==> src/rtl/event_enc4to2_pkg.sv <==
// Shared definitions for the four-line event encoder: sizes, FSM state
// encoding, round-robin pointer reset value and a one-hot helper.
package enc_pkg;

  // Number of event lines and width of the binary code that names one line.
  localparam int N     = 4;
  localparam int IDX_W = 2;

  // Pointer reset value: "line 3 was consumed last", so line 0 wins first.
  localparam logic [IDX_W-1:0] RR_RESET = 2'd3;

  // Output handshake FSM: nothing presented, or a code held on out.
  typedef enum logic [0:0] {
    S_IDLE = 1'b0,
    S_HOLD = 1'b1
  } state_t;

  // Expand a binary line number into its one-hot line mask.
  function automatic logic [N-1:0] onehot(input logic [IDX_W-1:0] idx);
    logic [N-1:0] mask;
    mask = 4'b0001 << idx;
    return mask;
  endfunction

endpackage

==> src/rtl/event_enc4to2_rr_pick4.sv <==
// Round-robin picker over four request bits. Purely combinational: returns
// the first set bit of mask searching ptr+1, ptr+2, ptr+3, ptr (mod 4).
module rr_pick4
  import enc_pkg::*;
(
  input  logic [N-1:0]     mask,
  input  logic [IDX_W-1:0] ptr,
  output logic [IDX_W-1:0] idx,
  output logic             any
);

  logic             found_s;
  logic [IDX_W-1:0] cand_s;

  // Walk the four candidates in priority order and keep the first hit.
  always_comb begin
    found_s = 1'b0;
    idx     = 2'd0;
    cand_s  = 2'd0;
    for (int k = 1; k <= N; k++) begin
      cand_s = ptr + 2'(k);
      if (!found_s && mask[cand_s]) begin
        found_s = 1'b1;
        idx     = cand_s;
      end else begin
        found_s = found_s;
      end
    end
    any = found_s;
  end

endmodule

==> src/rtl/event_enc4to2.sv <==
// Four-line event encoder. Event strobes are latched into pending bits and
// drained one binary code per valid/ready handshake in round-robin order.
// All outputs come straight from registers.
module event_enc4to2
  import enc_pkg::*;
(
  input  logic             clock,
  input  logic             reset,
  input  logic [N-1:0]     in,
  output logic [IDX_W-1:0] out,
  output logic             valid,
  input  logic             ready,
  output logic [N-1:0]     pending,
  output logic             overflow
);

  state_t           state_r;
  state_t           state_next_s;
  logic [IDX_W-1:0] out_r;
  logic [IDX_W-1:0] out_next_s;
  logic [IDX_W-1:0] last_r;
  logic [IDX_W-1:0] last_next_s;
  logic             valid_r;
  logic             valid_next_s;
  logic [N-1:0]     pending_r;
  logic [N-1:0]     pending_next_s;
  logic             overflow_r;
  logic             overflow_next_s;

  logic             handshake_s;
  logic [N-1:0]     clr_s;
  logic [N-1:0]     mask_s;
  logic [IDX_W-1:0] ptr_s;
  logic [IDX_W-1:0] pick_idx_s;
  logic             pick_any_s;

  assign out      = out_r;
  assign valid    = valid_r;
  assign pending  = pending_r;
  assign overflow = overflow_r;

  // Consumption of the presented code and the resulting pending update.
  // A new event on a line being cleared this cycle re-pends it (set wins);
  // an event on a line that stays pending is reported as overflow.
  always_comb begin
    handshake_s = valid_r & ready;
    if (handshake_s) begin
      clr_s = onehot(out_r);
    end else begin
      clr_s = 4'b0000;
    end
    pending_next_s  = (pending_r & ~clr_s) | in;
    overflow_next_s = |(in & pending_r & ~clr_s);
  end

  // Picker inputs: from IDLE search all pending lines after the last consumed
  // one; in HOLD look past the code being handed off right now.
  always_comb begin
    case (state_r)
      S_HOLD: begin
        mask_s = pending_r & ~onehot(out_r);
        ptr_s  = out_r;
      end
      S_IDLE: begin
        mask_s = pending_r;
        ptr_s  = last_r;
      end
      default: begin
        mask_s = pending_r;
        ptr_s  = last_r;
      end
    endcase
  end

  rr_pick4 u_pick (
    .mask (mask_s),
    .ptr  (ptr_s),
    .idx  (pick_idx_s),
    .any  (pick_any_s)
  );

  // Next-state logic: load a code when work appears, hold it while stalled,
  // and chain straight to the next eligible line on each handshake.
  always_comb begin
    state_next_s = state_r;
    out_next_s   = out_r;
    valid_next_s = valid_r;
    last_next_s  = last_r;
    case (state_r)
      S_IDLE: begin
        if (pick_any_s) begin
          out_next_s   = pick_idx_s;
          valid_next_s = 1'b1;
          state_next_s = S_HOLD;
        end else begin
          valid_next_s = 1'b0;
          state_next_s = S_IDLE;
        end
      end
      S_HOLD: begin
        if (handshake_s) begin
          last_next_s = out_r;
          if (pick_any_s) begin
            out_next_s   = pick_idx_s;
            valid_next_s = 1'b1;
            state_next_s = S_HOLD;
          end else begin
            valid_next_s = 1'b0;
            state_next_s = S_IDLE;
          end
        end else begin
          valid_next_s = 1'b1;
          state_next_s = S_HOLD;
        end
      end
      default: begin
        out_next_s   = 2'd0;
        valid_next_s = 1'b0;
        last_next_s  = RR_RESET;
        state_next_s = S_IDLE;
      end
    endcase
  end

  // State, output and pending registers with synchronous reset; reset drops
  // any presented code and all pending events without a handshake.
  always_ff @(posedge clock) begin
    if (reset) begin
      state_r    <= S_IDLE;
      out_r      <= 2'd0;
      valid_r    <= 1'b0;
      last_r     <= RR_RESET;
      pending_r  <= 4'b0000;
      overflow_r <= 1'b0;
    end else begin
      state_r    <= state_next_s;
      out_r      <= out_next_s;
      valid_r    <= valid_next_s;
      last_r     <= last_next_s;
      pending_r  <= pending_next_s;
      overflow_r <= overflow_next_s;
    end
  end

endmodule

==> config.mk <==
export PLATFORM = sky130hd
export DESIGN_NAME = event_enc4to2
export DESIGN_NICKNAME = d
export VERILOG_FILES = /design/src/rtl/event_enc4to2_pkg.sv /design/src/rtl/event_enc4to2_rr_pick4.sv /design/src/rtl/event_enc4to2.sv
export SDC_FILE = /design/constraint.sdc
export NUM_CORES = 1
export LEC_CHECK = 0
export ABC_AREA = 1
export BUFFER_PORTS_ARGS = -buffer_cell sky130_fd_sc_hd__buf_2
export CAP_MARGIN = 10
export CORE_UTILIZATION = 55
export CTS_CLUSTER_DIAMETER = 80
export DETAILED_ROUTE_END_ITERATION = 8
export HOLD_SLACK_MARGIN = 0.12
export PLACE_DENSITY = 0.79
export RECOVER_POWER = 25
export SYNTH_ARGS = -nofsm -noshare
export SYNTH_HDL_FRONTEND = slang
export SYNTH_SLANG_ARGS = --single-unit
==> constraint.sdc <==
create_clock -name clock -period 2.2 [get_ports clock]
set_input_delay 0.11 -clock clock [delete_from_list [all_inputs] [get_ports clock]]
set_output_delay 0.11 -clock clock [all_outputs]
set_load 0.05 [all_outputs]
==> tab_implementation.tex <==
\begin{tabular}{lr}
\hline
Metric & Value \\
\hline
\multicolumn{2}{l}{\textbf{STA}} \\
\quad Setup violations, final & 0 \\
\quad Unrepaired setup endpoints after global routing & no \\
\quad Max\_slew headroom & 60.0\% \\
\quad Shortest clock period the worst path allows after layout & 1.94 ns \\
\quad Max Freq & 0.515 GHz \\
\quad Layout Skew & 0.00479 ns \\
\quad Hold violation total from the final report & 0 \\
\quad Period Utilization, post-route & 88.2\% \\
\quad Final max-slew violation count & 0 \\
\quad Worst-Margin Slew & 0.603 ns \\
\quad Setup TNS & 0 ns \\
\multicolumn{2}{l}{\textbf{Clocking}} \\
\quad Clock Root Buffer & clkbuf\_4 \\
\quad Number of clock buffers inserted by TritonCTS & 3 \\
\quad H-tree depth & 1 \\
\quad TritonCTS clock tree & built \\
\quad Max Buffers Root-to-Sink & 2 \\
\quad Clock latency on the worst-skew pair & 0.27 ns \\
\quad TritonCTS Sinks & 10 \\
\quad Clock-pin slew reported for the worst setup and hold paths after clock tree synthesis & 0.07 ns \\
\quad Post-CTS setup buffers & 0 \\
\multicolumn{2}{l}{\textbf{Placement}} \\
\quad Routability congestion estimate from global placement & 0.910 \\
\quad Total instance count after detailed placement & 152 \\
\quad HPWL after DPL & 1370 um \\
\quad Number of buffers inserted by port buffering & 14 \\
\multicolumn{2}{l}{\textbf{Synthesis}} \\
\quad FF+latch count, synth & 10 \\
\quad Post-synth top area share & 25.6\% \\
\quad Post-Synthesis Cells & 125 \\
\quad Post-Synthesis Cell Area & 783 sq um \\
\quad Net count of the mapped netlist & 132 \\
\quad Count of cell types in the netlist & 21 \\
\quad Post-synthesis sequential area ratio & 25.6\% \\
\quad Average cell area after synthesis & 6.27 sq um \\
\quad Leading post-synthesis cells by cell area & dfxtp\_1 26\%, nand2\_1 21\%, nand2\_2 6.4\%, nand3\_1 6.4\%, inv\_1 5.8\% \\
\quad YS warnings & 0 \\
\quad Cell taking the most area after synthesis & dfxtp\_1 \\
\multicolumn{2}{l}{\textbf{Critical path}} \\
\quad Setup crit end kind & flip-flop \\
\quad Arrival @ worst endpoint & 2.11 ns \\
\quad Worst Path Max Fanout & 11 \\
\quad Required time of the critical path & 2.37 ns \\
\quad Critical Setup Path Class & flip-flop to flip-flop \\
\quad Critical path launch point type & flip-flop \\
\multicolumn{2}{l}{\textbf{Detailed routing}} \\
\quad WL per Instance & 11.1 um \\
\quad Overall via count from detail\_route & 858 \\
\quad Routed Wire Length & 1790 um \\
\quad Post-DR vias/cell & 5.30 \\
\quad Detail Route Antenna Nets & 0 \\
\quad Number of remaining DRC errors & 0 \\
\quad First-pass iteration count of the detailed router & 4 \\
\quad DRT iter0 DRCs & 27 \\
\multicolumn{2}{l}{\textbf{Final layout}} \\
\quad Most used cells in the layout excluding fill and tap cells & 43 x nand2\_1, 12 x inv\_1, 11 x nor2\_1 \\
\quad Area added between synthesis and finish & 20.1\% \\
\quad \# nets final & 155 \\
\quad Leading cell type in the layout, fill and taps excluded & nand2\_1 \\
\quad Antenna Cells & 0 \\
\quad Share of post-route cells with drive strength above 1 & 23.1\% \\
\quad Number of non-filler instances in the completed layout & 162 \\
\multicolumn{2}{l}{\textbf{Floorplanning}} \\
\quad Top-level port count & 15 \\
\quad Die Height & 39.7 um \\
\quad Total Die Area & 1580 sq um \\
\quad Width of the die & 39.7 um \\
\quad Initial core utilization & 59.4\% \\
\quad Placeable core area & 1320 sq um \\
\quad Placement row count & 13 \\
\multicolumn{2}{l}{\textbf{Global route}} \\
\quad First-pass GRT wire length & 2800 um \\
\quad Overall track demand over capacity in global routing & 26.3\% \\
\quad Number of global-route vias before repair & 709 \\
\quad Largest net degree at the start of global routing & 12 \\
\quad Initial antenna violation count & 0 \\
\quad Aggregate global routing overflow & 0 \\
\multicolumn{2}{l}{\textbf{Power}} \\
\quad Power per standard cell area & 1080 nW/um\^{}2 \\
\quad Static Leakage & 0.000511 uW \\
\quad Peak VDD IR & 0.000592 V \\
\multicolumn{2}{l}{\textbf{Worst hold path}} \\
\quad Type of the most critical hold path & input pin to flip-flop \\
\multicolumn{2}{l}{\textbf{Job}} \\
\quad Reported max-cap violation count & 0 \\
\multicolumn{2}{l}{\textbf{Outcome}} \\
\quad Outcome & finished clean \\
\hline
\end{tabular}
[routing by layer]
layer  track usage (%)  part of all wire [%]
met1              32.8                    45
met2              47.1                    50
met3              1.70                   3.8
met4              7.76                  0.78
met5                 0                     0
[path summary, 6_finish.rpt]
check / endpoint / slack (ns) / startpoint / cells past startpoint
min: last_r[0] / 0.18 / ready / 3
max: out[1] / 0.26 / valid / 13
max reg2reg: out[1] / 0.26 / valid / 13
min reg2reg: last_r[0] / 0.56 / last_r[0] / 2
[through the flow]
step	util [%]	setup WS [ns]	instance area (sq um)	total power, uW	hold slack, ns
after floorplan	-	0.298	783	751	0.179
after global placement	64.5	0.358	850	835	0.329
after detailed placement	64.5	0.290	850	840	0.346
after CTS	71.8	0.276	946	1020	0.168
after global routing	71.4	0.0894	941	1090	0.215
final	71.4	0.259	941	1020	0.179
[worst max-delay path, cell delays in order (launching register included)]
cell and delay, ns:
dfxtp_1 0.63, inv_4 0.07, nand2_4 0.07, nand2_2 0.15, inv_2 0.16, nand2_1 0.07
nand2_1 0.12, nand2_1 0.07, nand2_1 0.10, nand4_2 0.14, nand2_1 0.11, nand2_1 0.06
nand2_1 0.05, nor2_1 0.04
[state kept, by name (all words and copies together), names as in the netlist]
register	count
last_r	2
overflow	1
valid	1
pending	4
out	2
[repair_timing]
action                                  CTS  global route
hold endpoints to repair                  6             0
gates resized for setup                   0             0
endpoints found under the setup margin    0             0
hold buffers                              6             0
[synth_stat cells, drive strengths merged]
master,instances
inv,15
a21oi,7
nand2,55
nand4,5
nor2,12
nand3,11
o21ai,6
o22ai,1
o221ai,1
dfxtp,10
buf,2
[cells by family after synthesis]
logic type             synth area share (%)
AND/OR/NAND/NOR                        51.9
buffers and inverters                  10.4
AO/OA/AOI/OAI                          12.1
flip-flops                             25.6
[cell type report]
class                      count  area (sq um)
tap                           15          18.8
sequential                    10           200
clock buffer                   4          36.3
timing repair buffer          20           125
inverter                      15          58.8
multi-input combinational     98           502
fill                         116           377
[power by group]
group	internal, uW	switching [uW]	total [uW]
combinational	179	408	587
sequential	212	51.5	263
clock	101	64.4	165
total	491	524	1020
No activity file was read; power rests on OpenSTA's default activity.
